[src/rtl/pipe_field.sv]
// Pipe playfield: holds COLS x ROWS pipe columns, scrolls left on scroll_tick, detects bird collision, keeps score.
// Latency: entry column visible one cycle after the capturing tick; collide/game_over one cycle after the hit condition.
// Backpressure: none; single-cycle inputs are consumed immediately. Optional 2-column hitbox via PIPE_FIELD_WIDE_HITBOX_EN.
module pipe_field #(
  parameter int ROWS     = 15,
  parameter int COLS     = 16,
  parameter int BIRD_COL = 3
) (
  input  logic                     clk,
  input  logic                     reset,
  input  logic                     start,
  input  logic                     scroll_tick,
  input  logic [ROWS-1:0]          pattern_in,
  input  logic [3:0]               bird_row,
  input  logic [$clog2(COLS)-1:0]  rd_col,
  output logic [ROWS-1:0]          rd_data,
  output logic                     game_over,
  output logic                     collide,
  output logic [6:0]               score
);

  typedef enum logic [1:0] {IDLE, RUN, OVER} state_t;

  localparam logic [ROWS-1:0] ROW_ONE   = {{(ROWS-1){1'b0}}, 1'b1};
  localparam logic [6:0]      SCORE_MAX = 7'd99;

  state_t          state_q;
  state_t          state_d;
  logic [ROWS-1:0] col [COLS];
  logic [ROWS-1:0] pend;
  logic            pend_v;
  logic [ROWS-1:0] entry;
  logic [ROWS-1:0] row_mask;
  logic            hit;

  // Collision test on the registered field; rows past the top count as a ground/ceiling hit.
  always_comb begin
    row_mask = ROW_ONE << bird_row;
    hit      = |(col[BIRD_COL] & row_mask);
`ifdef PIPE_FIELD_WIDE_HITBOX_EN
    hit      = hit | (|(col[BIRD_COL+1] & row_mask));
`endif
    if (int'(bird_row) >= ROWS) hit = 1'b1;
  end

  // Entry column source: same-cycle pattern bypasses the pending slot, which beats an empty column.
  always_comb begin
    entry = pend_v ? pend : '0;
    if (|pattern_in) entry = pattern_in;
  end

  // Game state register.
  always_ff @(posedge clk) begin
    if (reset) state_q <= IDLE;
    else       state_q <= state_d;
  end

  // Next-state logic: start launches or restarts, a hit ends the run; start during a run is ignored.
  always_comb begin
    state_d = state_q;
    case (state_q)
      IDLE:    if (start) state_d = RUN;
      RUN:     if (hit)   state_d = OVER;
      OVER:    if (start) state_d = RUN;
      default: state_d = IDLE;
    endcase
  end

  // Field, pending slot, score and collide pulse; a hit freezes everything for that cycle.
  always_ff @(posedge clk) begin
    if (reset) begin
      for (int i = 0; i < COLS; i++) col[i] <= '0;
      pend    <= '0;
      pend_v  <= 1'b0;
      score   <= '0;
      collide <= 1'b0;
    end else begin
      collide <= 1'b0;
      case (state_q)
        RUN: begin
          if (hit) begin
            collide <= 1'b1;
          end else if (scroll_tick) begin
            for (int i = 0; i < COLS-1; i++) col[i] <= col[i+1];
            col[COLS-1] <= entry;
            pend_v      <= 1'b0;
            if ((|col[BIRD_COL]) && (score < SCORE_MAX)) score <= score + 7'd1;
          end else if (|pattern_in) begin
            pend   <= pattern_in;
            pend_v <= 1'b1;
          end
        end
        OVER: begin
          if (start) begin
            for (int i = 0; i < COLS; i++) col[i] <= '0;
            pend   <= '0;
            pend_v <= 1'b0;
            score  <= '0;
          end
        end
        default: ;
      endcase
    end
  end

  // Combinational read port for the LED driver; out-of-range columns read blank.
  always_comb begin
    rd_data = '0;
    if (int'(rd_col) < COLS) rd_data = col[rd_col];
  end

  assign game_over = (state_q == OVER);

endmodule

[config.mk]
export PLATFORM = sky130hd
export DESIGN_NAME = pipe_field
export DESIGN_NICKNAME = d
export VERILOG_FILES = /design/src/rtl/pipe_field.sv
export SDC_FILE = /design/constraint.sdc
export NUM_CORES = 1
export LEC_CHECK = 0
export BUFFER_PORTS_ARGS = -buffer_cell sky130_fd_sc_hd__buf_2
export CELL_PAD_IN_SITES_DETAIL_PLACEMENT = 0
export CELL_PAD_IN_SITES_GLOBAL_PLACEMENT = 1
export CORE_MARGIN = 10
export CORE_UTILIZATION = 35
export DETAILED_ROUTE_END_ITERATION = 6
export GPL_ROUTABILITY_DRIVEN = 0
export PLACE_DENSITY_LB_ADDON = 0.1
export SLEW_MARGIN = 15
export SYNTH_ARGS = -nofsm -noshare
export SYNTH_HDL_FRONTEND = slang
export SYNTH_SLANG_ARGS = --single-unit
[constraint.sdc]
create_clock -name clk -period 8 [get_ports clk]
set_input_delay 1.6 -clock clk [delete_from_list [all_inputs] [get_ports clk]]
set_output_delay 1.6 -clock clk [all_outputs]
set_load 0.01 [all_outputs]
==> results by stage, run 1 <==
Synthesis:
- The share of the Yosys chip area taken by registers is 0.556.
- The most used flip-flop cell after synthesis is sky130_fd_sc_hd__dfxtp_1.
- The largest total area in the synthesized netlist belongs to sky130_fd_sc_hd__edfxtp_1.
- The mean post-synth cell area is 11.7 µm².
- The share of synthesized area in the top cell type comes to 0.307.
- The synthesized net count is 1029.
- The count of flip-flops with a built-in enable after synthesis is 120.
- The Yosys step of the flow raised 0 warnings.
- The number of instances in the synthesized netlist is 1001.
- After synthesis, the share of flip-flops with an asynchronous set or reset is 0.
- The cell area after technology mapping is 11700 µm².
- The netlist uses 49 different library cells.
- Yosys attributes the largest share of cell area to sky130_fd_sc_hd__edfxtp_1, sky130_fd_sc_hd__dfxtp_1, sky130_fd_sc_hd__mux4_2.
- Synthesis inferred 266 register bits.

Floorplan:
- The initial core utilization is 0.353.
- The floorplan step set the die width to 203 µm.
- The floorplan row count is 67.
- In this run the standard cell core region covers 33300 µm².
- Pin placement for this block handled 51 I/O pins.
- The die covers 41300 µm².
- The floorplan step set the die height to 203 µm.

Detailed routing:
- The number of remaining DRC errors is 0.
- The count of vias placed by the detailed router is 7773.
- The number of DRC markers after the initial detailed-route iteration is 567.
- In the final routed layout, each cell accounts on average for 20.6 µm.
- After detailed routing, the total wire length is 30600 µm.
- The via density per instance is 5.24.
- The first detailed-routing pass ran for 4 iterations.
- The remaining number of nets flagged by the antenna check after routing is 0.

CTS:
- The number of buffers created by CTS is 30.
- The clock drives 266 sinks.
- Counting along the longest clock path gives a buffer depth of 3.
- The post-cts repair resize count is 0.
- The number of hold buffers added after cts is 0.
- Buffers added to address setup during post-CTS repair amount to 0.
- The H-tree depth reported by CTS is 1.
- TritonCTS built the clock tree.
- The master cell of the clock root buffer is sky130_fd_sc_hd__clkbuf_16.
- The clock latency on the worst-skew pair is 0.55 ns.
- Clock-pin slew was measured on the worst setup and hold paths at 0.06 ns.

STA:
- The number of max-slew violations in the final report is 0.
- The share of the clock period used by the worst path after layout is 0.699.
- In this run the tightest slew margin relative to its limit is 0.273.
- The hold violation count in the final report came to 0.
- Setup repair after global routing left no endpoint under its margin.
- The clock skew is 0.00944 ns.
- On the final layout, the worst hold slack is 0.462 ns.
- The accumulated negative setup slack is 0 ns.
- The final count of negative-setup-slack endpoints is 0.
- For the pin with the worst max-slew slack, the measured transition is 1.09 ns.
- For the finished layout, the period the worst path requires is 5.59 ns.
- Static timing analysis puts the maximum clock frequency at 179 MHz.

Worst setup path:
- The maximum single-stage delay on the critical path is 0.66 ns.
- The worst setup path startpoint is rd_col[0].
- The worst setup path is launched from an input pin.
- The signal arrival time at the worst endpoint is 3.99 ns.
- The critical path capture point type is an output pin.
- The cell with the largest stage delay on the worst path is sky130_fd_sc_hd__buf_4.
- The worst register-to-register path begins at col[3][9].
- Traced cell by cell, the critical path runs through buf_4 -> buf_4 -> mux4_2 -> mux4_2 -> buf_2.
- The start-to-end type of the worst setup path is in2out.
- The maximum fanout count along the critical path is 42.
- At the worst endpoint, the required time is 6.40 ns.

Layout:
- Once layout is complete, the cells apart from fillers number 1482.
- Relative to the synthesized area, the layout overhead comes to 13.0%.
- The fraction of final layout cells with drive strength greater than 1 is 0.187.
- The post-layout net count is 1038.
- For this run, the share of the core covered by cells in the final layout is 0.399.
- The final design instance area without fill is 13300 µm².
- The number of diodes is 0.
- The total area of sequential cells is 6530 µm².
- The footprint of the multi-input gates is 4840 µm².
- The number of fill cells is 3199.

Place:
- The number of instances in the placed design is 1426.
- The total cell area at the placement stage is 12300 µm².
- The count of input and output buffers is 50.
- The estimated wirelength of the detail-placed design is 18300 µm.

Run status:
- The run finished with clean final reports.

Global routing:
- After global routing the overflow that remains totals 0.
- Entering global routing, the biggest net connects 110 pins.
- Across every metal layer, demand over resource in global routing totals 0.148.
- The first global-routing pass estimated 48200 µm of wire.
- The number of global-route vias before repair is 7636.
- The number of antenna violations at the first check in global routing was 0.

Worst hold path:
- The startpoint identified for the worst hold timing path is col[13][7].
- In this run the worst hold path is classified as reg2reg.

Pwr:
- In this run the static leakage power is 0.00454 µW.
- The total power per unit cell area is 230 nW/µm².
- The peak ir drop on the vdd network is 0.183 mV.

Run:
- The max-cap violation count is 0.
-- critical path, delay by kind of cell --
family / cells / cell delay [ns]
buf+inv: 3 / 1.32
mux: 2 / 1.05
-- layout by cell type, fill, tap and decap left out, drive strengths merged, types with 2 or more instances in the layout --
cell,Yosys,final
nor2,8,8
nand4,2,2
nand3,92,92
buf,47,61
mux2i,3,3
edfxtp,120,120
nor3,8,8
a221oi,2,2
a21oi,95,95
nor2b,2,2
inv,8,8
dfxtp,146,146
o31ai,14,14
mux2,2,2
o21ai,38,38
a211oi,5,5
a22o,15,15
and2,121,121
nor4,8,8
nand2,127,127
mux4,75,75
a21boi,2,2
a211o,2,2
clkbuf,37,47
nand2b,5,5
clkinv,0,8
-- layout make-up --
cell class / instances / share of cell area
clock buffer: 47 / 0.0683
clock inverter: 9 / 0.00500
inverter: 8 / 0.00226
multi-input combinational: 643 / 0.365
sequential: 266 / 0.492
tap: 448 / 0.0422
timing repair buffer: 61 / 0.0255
-- final timing paths --
check | slack [ns] | endpoint | cells past startpoint
worst min-delay path | 0.46 | col[12][7] | 2
worst max-delay path | 2.41 | rd_data[2] | 5
worst min register to register | 0.46 | col[12][7] | 2
worst max register to register | 4.32 | col[0][3] | 8
-- sequential cells by signal, indices dropped and copies added, names as in the netlist --
signal	flops
col	240
collide	1
pend	15
pend_v	1
score	7
state_q	2
-- per-layer routing --
| layer | global-route usage | share of wire |
|---|---|---|
| met1 | 0.206 | 0.48 |
| met2 | 0.242 | 0.48 |
| met3 | 0.0181 | 0.030 |
| met4 | 0.0309 | 0.013 |
| met5 | 0 | 0 |
-- kinds of logic (layout without fill, tap and decap cells) --
group | after synthesis | count (layout) | synth area share
compound gates | 186 | 186 | 0.0956
fa+ha+maj | 1 | 1 | 0.00107
buf+inv | 92 | 125 | 0.0363
flops | 266 | 266 | 0.556
mux | 80 | 80 | 0.148
simple gates | 376 | 376 | 0.163
-- stage by stage --
stage	worst slack [ns]	total power, µW
finish	2.41	3050
global route	2.18	3170
CTS	2.29	3100
detailed placement	2.29	1730
global placement	2.32	1730
floorplan	2.25	1650
-- cell usage after synthesis (2+ instances only) --
cell / n
sky130_fd_sc_hd__dfxtp_1: 146
sky130_fd_sc_hd__nand2_1: 127
sky130_fd_sc_hd__and2_1: 121
sky130_fd_sc_hd__edfxtp_1: 120
sky130_fd_sc_hd__a21oi_1: 95
sky130_fd_sc_hd__nand3_1: 92
sky130_fd_sc_hd__mux4_2: 75
sky130_fd_sc_hd__clkbuf_1: 37
sky130_fd_sc_hd__o21ai_0: 34
sky130_fd_sc_hd__buf_2: 29
sky130_fd_sc_hd__a22o_1: 15
sky130_fd_sc_hd__o31ai_1: 14
sky130_fd_sc_hd__buf_1: 9
sky130_fd_sc_hd__inv_1: 8
sky130_fd_sc_hd__nor3_1: 8
sky130_fd_sc_hd__nor2_1: 7
sky130_fd_sc_hd__nor4_1: 7
sky130_fd_sc_hd__buf_4: 6
sky130_fd_sc_hd__a211oi_1: 5
sky130_fd_sc_hd__nand2b_1: 5
sky130_fd_sc_hd__o21ai_1: 4
sky130_fd_sc_hd__buf_6: 3
sky130_fd_sc_hd__mux2i_1: 3
sky130_fd_sc_hd__a211o_1: 2
sky130_fd_sc_hd__a21boi_0: 2
sky130_fd_sc_hd__mux2_2: 2
sky130_fd_sc_hd__nand4_1: 2
sky130_fd_sc_hd__nor2b_1: 2
-- where the power goes --
group / internal [µW] / switching (µW)
Combinational: 70.6 / 130
Clock: 803 / 553
Sequential: 1470 / 26.2
Total: 2340 / 710
Power figures use the tool's default switching activity.
==> inputs of run 2 (changes only) <==
- ABC_AREA: not set -> 1
- clock period: 8 -> 5.43 ns (I/O delays scaled with it)
==> results by stage, run 2 <==
STA:
- At the pin with the least slew margin, the transition time is 0.927 ns.
- The routed design could run at a clock period as short as 4.13 ns.
- The clock skew is 0.0136 ns.
- The maximum clock frequency is 242 MHz.
- The worst relative slew slack is 0.380.
- The accumulated negative setup slack is 0 ns.
- Setup repair after global routing left no endpoint under its margin.
- The number of max-slew violations in the final report is 0.
- Dividing the final minimum period by the clock period gives 0.760.
- The final count of negative-setup-slack endpoints is 0.
- The hold violation count in the final report came to 0.

Worst hold path:
- The worst min-delay path startpoint is col[12][13].
- The worst min-delay path category is reg2reg.

Floorplan:
- For this design the top-level I/O count stands at 51.
- The floorplan row count is 69.
- The die area is 43800 µm².
- The floorplan die height is 209 µm.
- From left edge to right edge, the die measures 209 µm.
- The core region is 35500 µm².
- The initial core utilization is 0.354.

Global routing:
- Entering global routing, the biggest net connects 122 pins.
- Across every metal layer, demand over resource in global routing totals 0.162.
- The number of global-route vias before repair is 9978.
- The number of antenna violations at the first check in global routing came to 0.
- The first global-routing pass estimated 58000 µm of wire.
- The total overflow reported by the global router is 0.

CTS:
- The root buffer cell chosen for the clock tree is sky130_fd_sc_hd__clkbuf_16.
- The clock drives 266 sinks.
- TritonCTS built the clock tree.
- The later pin in the worst-skew pair is clocked with a latency of 0.51 ns.
- The post-cts repair resize count is 0.
- After clock tree synthesis, the setup repair step added 0 buffers.
- The number of buffers on the longest clock path is 3.
- The clock-pin slew on the worst setup and hold paths is 0.05 ns.
- The number of clock buffers added by TritonCTS is 34.
- The H-tree depth reported by CTS is 2.
- The number of hold buffers added after cts is 0.

Synthesis:
- After synthesis, the most frequently instantiated cells are sky130_fd_sc_hd__nor2_1, sky130_fd_sc_hd__inv_1, sky130_fd_sc_hd__o21ai_0.
- Among all flip-flop cells after synthesis, the most frequent one is sky130_fd_sc_hd__dfxtp_1.
- The share of the synthesized area in the top cell type is 0.287.
- The number of library cell types mapped by synthesis is 28.
- The library cell with the highest instance count after synthesis is sky130_fd_sc_hd__nor2_1.
- Counting flops with a built-in enable in the synthesized netlist gives 120.
- Of all flip-flops after synthesis, the portion carrying an async set or reset was 0.
- After synthesis, the cell types taking the most area are sky130_fd_sc_hd__edfxtp_1, sky130_fd_sc_hd__dfxtp_1, sky130_fd_sc_hd__o21ai_0.
- The mean post-synth cell area is 7.86 µm².
- After synthesis the cells add up to 12500 µm².
- Of all cell types, the one taking the most synthesized area is sky130_fd_sc_hd__edfxtp_1.
- The number of warnings issued by yosys is 0.
- When the netlist entered floorplanning its net count stood at 1625.
- Of the synthesized area, sequential elements account for 0.520.
- In this run, synthesis produced a sequential element count of 266.
- Synthesis produced 1597 cells.

Worst setup path:
- The start-to-end type of the worst setup path is in2out.
- In this run the worst setup path begins at rd_col[0].
- The maximum fanout count along the critical path is 68.
- STA classifies the critical path endpoint as an output pin.
- Data on the critical path arrives at its endpoint at 3.04 ns.
- The startpoint type of the worst setup path is an input pin.
- STA puts the critical path data required time at 4.34 ns.
- The reg-to-reg critical path startpoint is col[3][7].

Layout:
- The register with the most flip-flops is col.
- After the last flow step, the layout net total stands at 1619.
- The number of fill cells is 3701.
- The library cells used most frequently in the layout, excluding fill and tap cells, are sky130_fd_sc_hd__nor2_1, sky130_fd_sc_hd__inv_1, sky130_fd_sc_hd__o21ai_0.
- The largest registers in the layout are col (240), pend (15), score (7).
- The library cell used most frequently in the layout, excluding fill and tap cells, is sky130_fd_sc_hd__nor2_1.
- The number of antenna diodes in the final layout is 0.
- The number of flip-flops in the largest register is 240.
- Compared with the post-synthesis result, the final layout area differs by 13.6%.
- The fraction of final layout cells with drive strength greater than 1 is 0.0972.

Detailed routing:
- After detailed routing, the number of remaining DRC violations is 0.
- The first detailed-routing pass took 5 iterations.
- After the first detailed-routing iteration, the DRC count stood at 772.
- The via density per instance is 4.95.
- Dividing the detail-routed wire length by the instance count gives 17.3 µm.
- The wire length after detailed routing is 36000 µm.
- The detail route stage leaves a number of antenna-violating nets equal to 0.
- Detailed routing inserted a total of 10300 vias.

Pwr:
- IR analysis of the VDD net gives a maximum drop of 0.206 mV.
- The reported leakage power is 0.00571 µW.
- After layout, the design draws a total of 5000 µW.
- For this design the ratio of total power to cell area is 350 nW/µm².

Place:
- The count of input and output buffers is 50.
- The estimated wirelength of the detail-placed design is 21000 µm.

Run status:
- The run finished with clean final reports.

Run:
- The max-cap violation count is 0.
-- run 2: cell types whose count changed in the layout (fill, tap and decap cells not counted), sizes merged, moves of 8 or more --
cell | previous run | this run
a22o | 15 | 0
nor4 | 8 | 0
o22ai | 0 | 8
mux4 | 75 | 0
nand2 | 127 | 143
nand3 | 92 | 110
a21oi | 95 | 191
o21ai | 38 | 215
nor2 | 8 | 278
nand4 | 2 | 20
and2 | 121 | 0
o31ai | 14 | 2
inv | 8 | 232
-- run 2: final cells by class --
type / count / area, µm² / area share
sequential: 266 / 6530 / 0.458
inverter: 234 / 880 / 0.0617
timing repair buffer: 68 / 463 / 0.0325
tap: 461 / 577 / 0.0405
multi-input combinational: 987 / 4680 / 0.328
clock buffer: 49 / 981 / 0.0688
clock inverter: 11 / 153 / 0.0107
-- run 2: worst max-delay path, stage by stage --
cell and delay [ns]:
sky130_fd_sc_hd__buf_4 0.12, sky130_fd_sc_hd__clkinv_2 0.55, sky130_fd_sc_hd__buf_12 0.46, sky130_fd_sc_hd__o21ai_0 0.20
sky130_fd_sc_hd__o22ai_1 0.09, sky130_fd_sc_hd__o211ai_1 0.25, sky130_fd_sc_hd__nand2_1 0.09, sky130_fd_sc_hd__buf_2 0.15
-- run 2: cells by family after synthesis --
logic type,share of synthesized area
AOI/OAI and AO/OA,0.185
xor gates and xnor gates,0.000698
buffers and inverters,0.109
adders and majority gates,0.000997
DFF,0.520
and+or+nand+nor,0.184
-- run 2: layer usage --
layer	GRT usage	vias to the layer above	share of wire
met5	0	-	0
met4	0.0345	0	0.014
li1	-	5238	-
met2	0.255	190	0.45
met1	0.227	4811	0.49
met3	0.0281	34	0.044
-- run 2: final timing paths --
check / to / slack (ns) / depth (start not counted)
max reg2reg: col[1][2] / 2.18 / 13
min: col[12][13] / 0.46 / 2
max: rd_data[3] / 1.30 / 8
min reg2reg: col[12][13] / 0.46 / 2
-- run 2: power by group --
| part | leakage, µW | internal, µW | switching (µW) |
|---|---|---|---|
| Clock | 0.000547 | 1440 | 851 |
| Sequential | 0.00244 | 2190 | 46.6 |
| Combinational | 0.00273 | 132 | 331 |
-- run 2: per-stage QoR --
| step | instances | hold WS [ns] | utilization | setup slack, ns | area, µm² |
|---|---|---|---|---|---|
| CTS | 2076 | 0.463 | 0.402 | 1.28 | 14300 |
| detailed placement | 2016 | 0.454 | 0.370 | 1.30 | 13100 |
| global route | 2076 | 0.480 | 0.402 | 1.11 | 14300 |
| floorplan | 1597 | 0.434 | - | 0.645 | 12500 |
| finish | 2076 | 0.459 | 0.402 | 1.30 | 14300 |
| global placement | 2016 | 0.450 | 0.370 | 1.30 | 13100 |
==> inputs of run 3 (changes only) <==
- clock period: 5.43 -> 3.35 ns (I/O delays scaled with it)
==> results by stage, run 3 (synthesis gave the netlist of run 2 again) <==
Run status:
- The flow ran to the end, and the final reports show no timing, DRC or antenna violations.

Worst setup path:
- The start-to-end type of the worst setup path is in2out.
- Traced cell by cell, the critical path runs through buf_4 -> clkinv_2 -> buf_12 -> o21ai_0 -> o21ai_0 -> o221ai_1 -> nand2_1 -> buf_2.
- The critical path capture point type is an output pin.
- STA classifies the critical path startpoint as an input pin.
- By instance count, the cell type seen most on the critical path is sky130_fd_sc_hd__o21ai_0.
- In this run the worst path has a maximum fanout of 22.
- The maximum single-stage delay on the critical path is 0.35 ns.
- For this design, the slowest cell found on the critical path is sky130_fd_sc_hd__o221ai_1.
- Together, buffers and inverters on the worst path number 4.
- The critical path's top delay family is buffers and inverters.
- The data required time of the worst path is 2.68 ns.
- STA puts the critical path data arrival time at 2.31 ns.

STA:
- The final count of negative-setup-slack endpoints is 0.
- The clock arrives with 0.0184 ns of skew.
- The hold violation count in the final report came to 0.
- The worst relative slew slack is 0.561.
- Setup repair after global routing left no endpoint under its margin.
- At the pin with the least slew margin, the transition time is 0.658 ns.
- Derived from the worst setup path, the maximum achievable clock frequency is 336 MHz.
- The final critical path time including I/O delays and setup is 2.98 ns.
- After routing, the total negative slack on setup checks comes to 0 ns.
- The number of max-slew violations in the final report is 0.
- The share of the clock period used by the worst path after layout is 0.889.
- After layout, the worst setup slack is 0.371 ns.
- On the final layout, the worst hold slack is 0.405 ns.

Floorplan:
- The floorplan die height is 209 µm.
- The top-level port count is 51.
- For this configuration, the core starts out at a cell density of 0.354.
- The die is 209 µm wide.
- The die area is 43800 µm².
- The total core area is 35500 µm².
- In this run the core area contains 69 standard-cell rows.

Layout:
- In the final layout, the registers with the most flip-flops are col (240), pend (15), score (7).
- At the end of the flow, the number of nets in the layout was 1639.
- The library cells used most frequently in the layout, excluding fill and tap cells, are sky130_fd_sc_hd__nor2_1, sky130_fd_sc_hd__inv_1, sky130_fd_sc_hd__o21ai_0.
- The final design instance area without fill is 14400 µm².
- The fraction of final layout cells with drive strength greater than 1 is 0.108.
- From synthesis to final layout, the design area changed by 15.1%.
- The repair_antennas step left the layout with diodes totalling 0.
- The number of flip-flops in the largest register is 240.
- The most frequent standard cell in the layout excluding fill and tap cells is sky130_fd_sc_hd__nor2_1.
- The share of the core filled with cells in the final layout is 0.407.
- Ranked by flip-flop count, first place goes to col.

CTS:
- The post-CTS setup buffer count is 0.
- The clock latency on the worst-skew pair is 0.51 ns.
- The master cell of the clock root buffer is sky130_fd_sc_hd__clkbuf_16.
- The number of clock sinks is 266.
- The clock-pin slew on the worst setup and hold paths is 0.05 ns.
- TritonCTS built the clock tree.
- The number of hold buffers added after cts is 0.
- The longest clock path from root to sink contains 3 buffers.
- The number of clock buffers added by TritonCTS is 34.
- The H-tree depth reported by CTS is 2.
- Post-CTS repair changed the size of 0 cells.

Detailed routing:
- The detail route stage leaves a number of antenna-violating nets equal to 0.
- The first TritonRoute pass finished after 5 iterations.
- The number of remaining DRC errors is 0.
- For this block, the routed nets add up to 36400 µm of wire.
- The mean routed wirelength per cell is 17.3 µm.
- For this block, the initial DRC count from the detailed router was 710.
- The count of vias placed by the detailed router is 10500.
- Dividing the detail-routed via count by the number of cells gives 4.99.

Worst hold path:
- The path class of the tightest hold or removal check is in2reg.

Pwr:
- The peak ir drop on the vdd network is 0.336 mV.
- The total power per unit cell area is 548 nW/µm².
- The reported leakage power is 0.00582 µW.

Global routing:
- The number of global-route vias before repair is 10200.
- The largest net degree at the start of global routing is 107.
- The number of antenna violations at the first check in global routing is 0.
- The first global-routing pass estimated 58300 µm of wire.
- The total routing usage reported by global routing is 0.164.
- The total overflow reported by the global router is 0.

Place:
- In this run the tool buffered the top-level ports with 50 buffer cells.
- Summing all placed instances gives a cell area of 13400 µm².
- The estimated wirelength of the detail-placed design is 23600 µm.
- The pre-CTS setup slack is 0.339 ns.

Run:
- Across the run, the number of max-cap violations was 0.
## run 3: path summary, 6_finish.rpt
path / startpoint / cells after the start / slack [ns] / endpoint
max: rd_col[0] / 8 / 0.37 / rd_data[14]
min: pattern_in[4] / 3 / 0.41 / pend[4]
max reg2reg: col[3][7] / 13 / 0.81 / col[8][8]
min reg2reg: col[12][9] / 2 / 0.46 / col[12][9]
## run 3: power by group
| part | switching, µW | total (µW) | internal, µW | leakage [µW] |
|---|---|---|---|---|
| Combinational | 540 | 784 | 244 | 0.00286 |
| Clock | 1390 | 3500 | 2110 | 0.000518 |
| Sequential | 81.3 | 3640 | 3550 | 0.00244 |
| Total | 2010 | 7920 | 5910 | 0.00582 |
## run 3: final cells by class
class | instances | area, µm²
sequential | 266 | 6530
tap | 461 | 577
fill | 3693 | 21000
inverter | 234 | 880
clock buffer | 55 | 1030
multi-input combinational | 987 | 4680
timing repair buffer | 88 | 713
clock inverter | 6 | 30.0
## run 3: worst register-to-register path, stage by stage (launching register included)
cell,delay (ns)
sky130_fd_sc_hd__edfxtp_1,0.42
sky130_fd_sc_hd__inv_1,0.17
sky130_fd_sc_hd__nand2_1,0.07
sky130_fd_sc_hd__nand3_1,0.08
sky130_fd_sc_hd__nand2_1,0.05
sky130_fd_sc_hd__nor2_1,0.08
sky130_fd_sc_hd__nand2_1,0.24
sky130_fd_sc_hd__nand2_2,0.22
sky130_fd_sc_hd__nand3_4,0.13
sky130_fd_sc_hd__buf_4,0.27
sky130_fd_sc_hd__nor2_2,0.11
sky130_fd_sc_hd__buf_4,0.37
sky130_fd_sc_hd__nand2_1,0.11
sky130_fd_sc_hd__a21oi_1,0.15
## run 3: routing by layer
| layer | vias up | global-route usage | part of all wire |
|---|---|---|---|
| met1 | 4930 | 0.231 | 0.49 |
| met2 | 210 | 0.255 | 0.44 |
| met4 | 0 | 0.0394 | 0.018 |
| met5 | - | 0 | 0 |
| li1 | 5275 | - | - |
| met3 | 49 | 0.0258 | 0.048 |
## run 3: per-stage QoR
stage,total power [µW],instances
6_report,7920,2097
2_1_floorplan,4180,1597
4_1_cts,8030,2097
5_1_grt,8270,2097
3_3_place_gp,4500,2036
3_5_place_dp,4500,2036
